File: src/rtl/scope_trigger_capture.sv
// -----------------------------------------------------------------------------
// scope_trigger_capture
//
// Front end of the waveform display. Decimates the raw sample stream by a
// runtime factor, looks for a level/edge trigger with hysteresis, then emits
// one frame of CAPTURE_LEN decimated samples as single-cycle strobes followed
// by a holdoff of HOLDOFF_LEN discarded decimated samples. If no trigger is
// seen within AUTO_TIMEOUT decimated samples a frame is forced.
//
// Optional build macro: SCOPE_PEAK_DECIM_EN
//   defined   -> each group's result is the sample of largest magnitude
//                (earliest wins ties, magnitude in DATA_W+1 bits)
//   undefined -> each group's result is the sample that completes the group
//
// Ports:
//   i_clk           system clock
//   i_rst_n         synchronous active-low reset
//   i_sample_valid  input sample strobe (back-to-back allowed)
//   i_sample        signed input sample
//   i_decim         decimation factor N (0 behaves as 1)
//   i_trig_level    signed trigger level
//   i_trig_falling  0 = rising-edge trigger, 1 = falling-edge trigger
//   i_run           0 = stay in holdoff once the current frame completes
//   o_sample_valid  one-cycle strobe per emitted sample
//   o_audio_data    emitted sample, held between strobes
//   o_state         00 WAIT_TRIG, 01 CAPTURE, 10 HOLDOFF
//   o_triggered     1 = frame started on a real trigger, 0 = auto-timeout
// -----------------------------------------------------------------------------
module scope_trigger_capture #(
    parameter int DATA_W       = 16,
    parameter int CAPTURE_LEN  = 560,
    parameter int HOLDOFF_LEN  = 140,
    parameter int AUTO_TIMEOUT = 4096,
    parameter int HYST         = 256
) (
    input  logic              i_clk,
    input  logic              i_rst_n,
    input  logic              i_sample_valid,
    input  logic [DATA_W-1:0] i_sample,
    input  logic [7:0]        i_decim,
    input  logic [DATA_W-1:0] i_trig_level,
    input  logic              i_trig_falling,
    input  logic              i_run,
    output logic              o_sample_valid,
    output logic [DATA_W-1:0] o_audio_data,
    output logic [1:0]        o_state,
    output logic              o_triggered
);
    localparam int EW   = DATA_W + 2;
    localparam int FR_W = $clog2(CAPTURE_LEN + 1);
    localparam int HO_W = $clog2(HOLDOFF_LEN + 1);
    localparam int TO_W = $clog2(AUTO_TIMEOUT + 1);
    localparam logic [FR_W-1:0]      FR_LAST = FR_W'(CAPTURE_LEN - 1);
    localparam logic [HO_W-1:0]      HO_LAST = HO_W'(HOLDOFF_LEN - 1);
    localparam logic [HO_W-1:0]      HO_FULL = HO_W'(HOLDOFF_LEN);
    localparam logic [TO_W-1:0]      TO_LAST = TO_W'(AUTO_TIMEOUT - 1);
    localparam logic signed [EW-1:0] HYST_E  = EW'(HYST);

    typedef enum logic [1:0] {
        ST_WAIT = 2'b00,
        ST_CAPT = 2'b01,
        ST_HOLD = 2'b10
    } state_t;

    state_t            state_q, state_d;
    logic [7:0]        cnt_q, cnt_d, n_eff_s;
    logic              grp_done_s;
    logic [DATA_W-1:0] grp_res_s;
    logic              dec_vld_q;
    logic [DATA_W-1:0] dec_dat_q, dec_dat_d;
    logic              arm_q, arm_d;
    logic [TO_W-1:0]   tmo_q, tmo_d;
    logic [FR_W-1:0]   fr_q, fr_d;
    logic [HO_W-1:0]   ho_q, ho_d;
    logic              trig_q, trig_d;
    logic              ovld_q, ovld_d;
    logic [DATA_W-1:0] odat_q, odat_d;
    logic signed [EW-1:0] x_e_s, lvl_e_s;
    logic              arm_set_s, fire_s;

    // Group counter; ">=" lets a lowered i_decim close an oversized group at once
    always_comb begin
        n_eff_s    = (i_decim == 8'd0) ? 8'd1 : i_decim;
        cnt_d      = cnt_q;
        grp_done_s = 1'b0;
        if (i_sample_valid) begin
            if (cnt_q >= (n_eff_s - 8'd1)) begin
                grp_done_s = 1'b1;
                cnt_d      = 8'd0;
            end else begin
                cnt_d = cnt_q + 8'd1;
            end
        end else begin
            cnt_d = cnt_q;
        end
        if (grp_done_s) begin
            dec_dat_d = grp_res_s;
        end else begin
            dec_dat_d = dec_dat_q;
        end
    end

`ifdef SCOPE_PEAK_DECIM_EN
    logic [DATA_W-1:0] pk_q, pk_d;
    logic [DATA_W:0]   pk_abs_q, pk_abs_d, smp_abs_s, grp_abs_s;

    // Magnitude in DATA_W+1 bits so the most negative code ranks highest
    function automatic logic [DATA_W:0] abs_f(input logic [DATA_W-1:0] v);
        logic [DATA_W:0] ext;
        ext = {v[DATA_W-1], v};
        if (v[DATA_W-1]) begin
            abs_f = (~ext) + {{DATA_W{1'b0}}, 1'b1};
        end else begin
            abs_f = ext;
        end
    endfunction

    // Running peak of the group; strict ">" keeps the earliest sample on ties
    always_comb begin
        smp_abs_s = abs_f(i_sample);
        if ((cnt_q == 8'd0) || (smp_abs_s > pk_abs_q)) begin
            grp_res_s = i_sample;
            grp_abs_s = smp_abs_s;
        end else begin
            grp_res_s = pk_q;
            grp_abs_s = pk_abs_q;
        end
        if (i_sample_valid) begin
            pk_d     = grp_res_s;
            pk_abs_d = grp_abs_s;
        end else begin
            pk_d     = pk_q;
            pk_abs_d = pk_abs_q;
        end
    end

    // Peak registers
    always_ff @(posedge i_clk) begin
        if (!i_rst_n) begin
            pk_q     <= {DATA_W{1'b0}};
            pk_abs_q <= {(DATA_W+1){1'b0}};
        end else begin
            pk_q     <= pk_d;
            pk_abs_q <= pk_abs_d;
        end
    end
`else
    // Group result is simply the completing sample
    always_comb begin
        grp_res_s = i_sample;
    end
`endif

    // Trigger detection on the decimated sample, sign-extended so level+-HYST cannot wrap
    always_comb begin
        x_e_s   = {{2{dec_dat_q[DATA_W-1]}}, dec_dat_q};
        lvl_e_s = {{2{i_trig_level[DATA_W-1]}}, i_trig_level};
        if (i_trig_falling) begin
            arm_set_s = (x_e_s > (lvl_e_s + HYST_E));
            fire_s    = arm_q && (x_e_s <= lvl_e_s);
        end else begin
            arm_set_s = (x_e_s < (lvl_e_s - HYST_E));
            fire_s    = arm_q && (x_e_s >= lvl_e_s);
        end
    end

    // Frame state machine; everything advances only on a decimated strobe
    always_comb begin
        state_d = state_q;
        arm_d   = arm_q;
        tmo_d   = tmo_q;
        fr_d    = fr_q;
        ho_d    = ho_q;
        trig_d  = trig_q;
        ovld_d  = 1'b0;
        odat_d  = odat_q;
        if (dec_vld_q) begin
            case (state_q)
                ST_WAIT: begin
                    if (fire_s) begin
                        state_d = ST_CAPT;
                        trig_d  = 1'b1;
                        arm_d   = 1'b0;
                        ovld_d  = 1'b1;
                        odat_d  = dec_dat_q;
                        fr_d    = FR_W'(1);
                    end else if (tmo_q >= TO_LAST) begin
                        state_d = ST_CAPT;
                        trig_d  = 1'b0;
                        ovld_d  = 1'b1;
                        odat_d  = dec_dat_q;
                        fr_d    = FR_W'(1);
                    end else begin
                        tmo_d = tmo_q + TO_W'(1);
                        if (arm_set_s) begin
                            arm_d = 1'b1;
                        end else begin
                            arm_d = arm_q;
                        end
                    end
                end
                ST_CAPT: begin
                    ovld_d = 1'b1;
                    odat_d = dec_dat_q;
                    if (fr_q >= FR_LAST) begin
                        state_d = ST_HOLD;
                        fr_d    = {FR_W{1'b0}};
                        ho_d    = {HO_W{1'b0}};
                    end else begin
                        fr_d = fr_q + FR_W'(1);
                    end
                end
                ST_HOLD: begin
                    // Count saturates so a late i_run still leaves on the next strobe
                    if (ho_q < HO_FULL) begin
                        ho_d = ho_q + HO_W'(1);
                    end else begin
                        ho_d = ho_q;
                    end
                    if ((ho_q >= HO_LAST) && i_run) begin
                        state_d = ST_WAIT;
                        tmo_d   = {TO_W{1'b0}};
                        arm_d   = 1'b0;
                    end else begin
                        state_d = ST_HOLD;
                    end
                end
                default: begin
                    state_d = ST_WAIT;
                    arm_d   = 1'b0;
                    tmo_d   = {TO_W{1'b0}};
                end
            endcase
        end else begin
            state_d = state_q;
        end
    end

    // State, counters, decimator pipeline and output registers
    always_ff @(posedge i_clk) begin
        if (!i_rst_n) begin
            state_q   <= ST_WAIT;
            cnt_q     <= 8'd0;
            dec_vld_q <= 1'b0;
            dec_dat_q <= {DATA_W{1'b0}};
            arm_q     <= 1'b0;
            tmo_q     <= {TO_W{1'b0}};
            fr_q      <= {FR_W{1'b0}};
            ho_q      <= {HO_W{1'b0}};
            trig_q    <= 1'b0;
            ovld_q    <= 1'b0;
            odat_q    <= {DATA_W{1'b0}};
        end else begin
            state_q   <= state_d;
            cnt_q     <= cnt_d;
            dec_vld_q <= grp_done_s;
            dec_dat_q <= dec_dat_d;
            arm_q     <= arm_d;
            tmo_q     <= tmo_d;
            fr_q      <= fr_d;
            ho_q      <= ho_d;
            trig_q    <= trig_d;
            ovld_q    <= ovld_d;
            odat_q    <= odat_d;
        end
    end

    assign o_sample_valid = ovld_q;
    assign o_audio_data   = odat_q;
    assign o_state        = state_q;
    assign o_triggered    = trig_q;

endmodule

File: config.mk
export PLATFORM = sky130hd
export DESIGN_NAME = scope_trigger_capture
export DESIGN_NICKNAME = d
export VERILOG_FILES = /design/src/rtl/scope_trigger_capture.sv
export SDC_FILE = /design/constraint.sdc
export NUM_CORES = 1
export LEC_CHECK = 0
export CAP_MARGIN = 15
export CORE_MARGIN = 10
export CORE_UTILIZATION = 59
export CTS_BUF_LIST = sky130_fd_sc_hd__clkbuf_16
export DETAILED_ROUTE_END_ITERATION = 12
export GPL_TIMING_DRIVEN = 0
export PLACE_DENSITY = 0.85
export SETUP_SLACK_MARGIN = 0.4
export SYNTH_ARGS = -nofsm -noshare
export SYNTH_HDL_FRONTEND = slang
export SYNTH_SLANG_ARGS = --single-unit
File: constraint.sdc
create_clock -name i_clk -period 6.35 [get_ports i_clk]
set_input_delay 1.905 -clock i_clk [delete_from_list [all_inputs] [get_ports i_clk]]
set_output_delay 1.905 -clock i_clk [all_outputs]
set_load 0.02 [all_outputs]
### Word level (Yosys, flattened, before mapping)

Cells that the tools add are included.

* add/sub/neg operators: 7
* magnitude comparators: 9
* equality and inequality tests: 10
* muxes and demuxes: 35
* bitwise gates (word level): 1
* reductions and logical operators: 15

Operator list (number)
* 13-bit two-way mux: 3
* 13-bit one-hot mux with 3 select lines: 1
* 16-bit two-way mux: 2
* 8-bit two-way mux: 4
* 16-bit one-hot mux with 2 select lines: 1
* 10-bit two-way mux: 3
* 10-bit one-hot mux with 2 select lines: 1
* 16-bit by 10-bit adder with 17-bit output, second input constant: 1
* 16-bit by 17-bit greater-than comparator with 1-bit output: 1
* 16-bit by 17-bit < comparator with 1-bit output: 1
* 16-bit by 10-bit subtractor with 17-bit output, second input constant: 1
* 8-bit by 1-bit adder with 8-bit output, second input constant: 2
* 16-bit greater-or-equal comparator: 1
* 16-bit less-or-equal comparator: 1
* 8-bit one-hot mux with 2 select lines: 1
* 13-bit by 1-bit adder with 13-bit output, second input constant: 1
* 13-bit by 12-bit greater-or-equal comparator with 1-bit output, second input constant: 1
* 1-bit two-way mux: 12
* 10-bit by 1-bit adder with 10-bit output, second input constant: 1
* 10-bit greater-or-equal comparator, second input constant: 1
* 2-bit inequality test, second input constant: 5
* 5-bit AND reduction: 2
* 3-bit inequality test, second input constant: 3
* 3-bit AND reduction: 3
* 17 further kinds: 24

* bits in registers: 77
* input port bits: 45
* output and inout port bits: 20
* logic and storage cells: 88

### Longest topological paths before layout

* depth after elaboration: 7
* mapped depth: 14

### Least setup slack after synthesis

OpenSTA, ideal clock, no wires.

* path kind: input to register
* start: input i_decim[4]
* end: register dec_dat_q[0]
* setup time: 0.128 ns
* arrival: 4.704 ns
* data required time: 6.222 ns
* slack: 1.519 ns
* stages on the path: 14
* path buffers: 1
* path through: nor4_1 -> a31oi_1 -> ha_1 -> nor3b_1 -> xnor2_1 -> ha_1 -> and2_1 -> o21ai_0 -> o21ai_0 -> o41a_1 -> nand2_1 -> buf_2 -> mux2i_1 -> nor2_1

* longest elaborated chain between the ends: 6

RTL lines
* start, declared: RTL line 40 `input logic [7:0] i_decim,`
* 8-bit logical NOT: RTL line 83 `n_eff_s = (i_decim == 8'd0) ? 8'd1 : i_decim;`
* 8-bit two-way mux (*): RTL line 83
* 8-bit by 1-bit subtractor with 8-bit output (*): RTL line 87 `if (cnt_q >= (n_eff_s - 8'd1)) begin`
* 8-bit greater-or-equal comparator (*): RTL line 87
* 1-bit two-way mux (*): RTL line 87
* 1-bit two-way mux (*): RTL line 86 `if (i_sample_valid) begin`
* end signal, assigned: RTL line 245 `dec_dat_q <= {DATA_W{1'b0}};`
* end signal, assigned: RTL line 257 `dec_dat_q <= dec_dat_d;`
* end, declared: RTL line 70 `logic [DATA_W-1:0] dec_dat_q, dec_dat_d;`

Every way passes the cells marked *; elsewhere a longest branch is shown, timed or not.
A chain may end at the register's enable or synchronous reset.

### Final worst setup path

* start: input i_decim[3]
* end: register dec_dat_q[15]

The elaborated chain is that of the path after synthesis.

==> reports/metrics.cfg <==
[status]
outcome=complete, no violations

[finish]
fillers=588
finish.utilization_pct=73.77
antenna_cells=0
multiInputGateArea_um2=2854
regArea_um2=1541
area.growth.synth_to_final_pct=22.96
final_nets=730
final_layout_size_suffix_gt1_share_pct=4.673

[synth]
ys_top_cells_by_area=dfxtp_1, ha_1, nor2_1
netlist_area_um2=4588
synth_edf_count=0
synth_cells=564
synth_cell_types=56
postSynth.asyncResetShare_pct=0
syn_nets=657
synth.most_common_cell=dfxtp_1
synthTopCellsByCount=dfxtp_1, nor2_1, nand2_1
yosysSeqAreaShare_pct=33.60
yosys_warnings=0
synth.avg_cell_area_um2=8.135
synth_top_cell_by_area=dfxtp_1
ys_seq_elements=77
synth-main-ff-cell=dfxtp_1
netlist.area_leader.share_pct=33.60

[timing]
period_share_pct=87.66
hold_slack_ps=460.5
maxSlewViolCount=0
hold_viol_final=0
fmax_mhz=179.7
timing.slew.headroom_pct=59.08
setup_ws_ps=783.7
skew_ps=8.634
rsz0062_at_grt=no
setup_viol=0
tightest_slew_ps=611.5
min_period_ps=5566
setup_tns_ps=0

[detailed_routing]
wl_per_cell_um=16.01
final_antenna_net_count=0
num_vias=4388
drc=0
viasPerCell=5.898
drt_wl_total_um=11910
dr.pass1.iters=5
drt_iter0_drc=232

[placement]
dpl.hpwl_um=9029
post-place-ws_ps=460.1
io_buffers=62
gp_congestion=0.8893

[global_route]
grt_max_degree=16
grt_pass1_vias=4424
grt.overflow.total=0
antenna_found_initial=0
grt_pass1_wl_um=20200
grt_usage_pct=20.84

[clock_network]
cts_max_level=3
path_clk_slew_ps=60
ctsLongestPathBuffers=2
hold_buffers=0
cts_sinks=77
cts_setup_buffers=0
numCtsBuffers=9
cts_root_buf=clkbuf_16
tritoncts=done
cts-resized-gates=0
clock_latency_ps=340

[floorplan]
die_area_um2=11700
die_x_um=108.2
chipHeight_um=108.2
coreArea_um2=7647
placementRows=32
start_util_pct=60.00
io_pins=65

[critical_path]
crit_arrival_ps=5770
worst_path_largest_cell_delay_ps=550
cp_slowest_cell=clkdlybuf4s50_1
endpoint_kind=flip-flop
cp-start-kind=input pin
timing.critical_path.buf_inv=2
path_cells=clkdlybuf4s50_1 -> nor4_1 -> a31oi_1 -> ha_1 -> nor3b_1 -> xnor2_1 -> ha_1 -> and2_1 -> o21ai_0 -> o21ai_0 -> o41a_1 -> nand2_1 -> buf_2 -> mux2i_1 -> nor2_1
worstPathRequired_ps=6550
crit_family=simple AND/OR/NAND/NOR gates
critical_path_class=input pin to flip-flop
critPathMaxFanout=10

[power_and_ir_drop]
power.density_nw_per_um2=201.9
leakagePower_nw=2.289
power.ir.vdd_worst_v=0.0001543

[job]
drv_cap=0

[min_path]
hold_path_class=flip-flop to flip-flop

==> final cells by class <==
class,instances,share of cell area [%]
multi-input combinational,439,50.59
sequential,77,27.32
timing repair buffer,62,11.00
clock buffer,9,3.992
tap,102,2.262
inverter,27,1.796
buffer,21,1.619
clock inverter,7,1.419
==> flip-flops by register name (all words and copies together) (netlist names) <==
name and flops:
o_triggered 1, fr_q 10, tmo_q 13, o_state 2, o_sample_valid 1, o_audio_data 16, cnt_q 8, dec_dat_q 16
ho_q 8, dec_vld_q 1, arm_q 1
==> layer usage <==
metal / wire (um) / part of all wire (%) / up-vias / GRT usage [%]
li1: - / - / 2153 / -
met3: 918 / 7.7 / 23 / 6.008
met4: 304 / 2.6 / 0 / 9.733
met5: 0 / 0 / - / 0
met1: 5164 / 43 / 2069 / 25.21
met2: 5523 / 46 / 143 / 33.41
==> placed cells by master, fill, tap and decap left out, types with 17 or more instances in the layout <==
cell type,netlist,final
mux2i_1,17,17
nor2_1,65,65
nand2_1,55,55
dfxtp_1,77,77
nand3_1,40,40
inv_1,27,27
xnor2_1,18,18
clkdlybuf4s50_1,0,62
ha_1,48,48
o21ai_0,29,29
o21ai_1,17,17
a21oi_1,26,26
==> report_power, final <==
| part | switching (mW) | total (mW) | internal (mW) |
|---|---|---|---|
| Clock | 0.219 | 0.530 | 0.311 |
| Sequential | 0.00271 | 0.488 | 0.486 |
| Combinational | 0.0653 | 0.121 | 0.0553 |
==> tightest hold or removal path, cell delays in order (launching register included) <==
cell and delay, ps:
dfxtp_1 310, nand3_1 60, o21ai_1 50
==> cells by family after synthesis <==
kind of cell,after synthesis,share of synthesized area (%)
buf+inv,48,4.200
fa+ha+maj,48,13.09
flops,77,33.60
compound gates,118,15.98
simple gates,227,23.89
mux,17,3.709
xor+xnor,29,5.536
==> worst paths after layout <==
kind	from	endpoint	slack (ps)	cells after the start
worst max-delay path	i_decim[3]	dec_dat_q[15]	780	15
worst min-delay path	o_audio_data[4]	o_audio_data[4]	460	2
worst max register to register	cnt_q[0]	dec_dat_q[15]	3450	11
worst min register to register	o_audio_data[4]	o_audio_data[4]	460	2
==> stage by stage <==
step | cell area (um2) | power (mW) | instances
after floorplan | 4588 | 0.5659 | 564
after global placement | 5336 | 0.6142 | 728
final | 5642 | 1.139 | 744
after detailed placement | 5336 | 0.6178 | 728
after CTS | 5642 | 1.137 | 744
after global routing | 5642 | 1.172 | 744
Note: power is estimated with default switching activity, not from simulation.
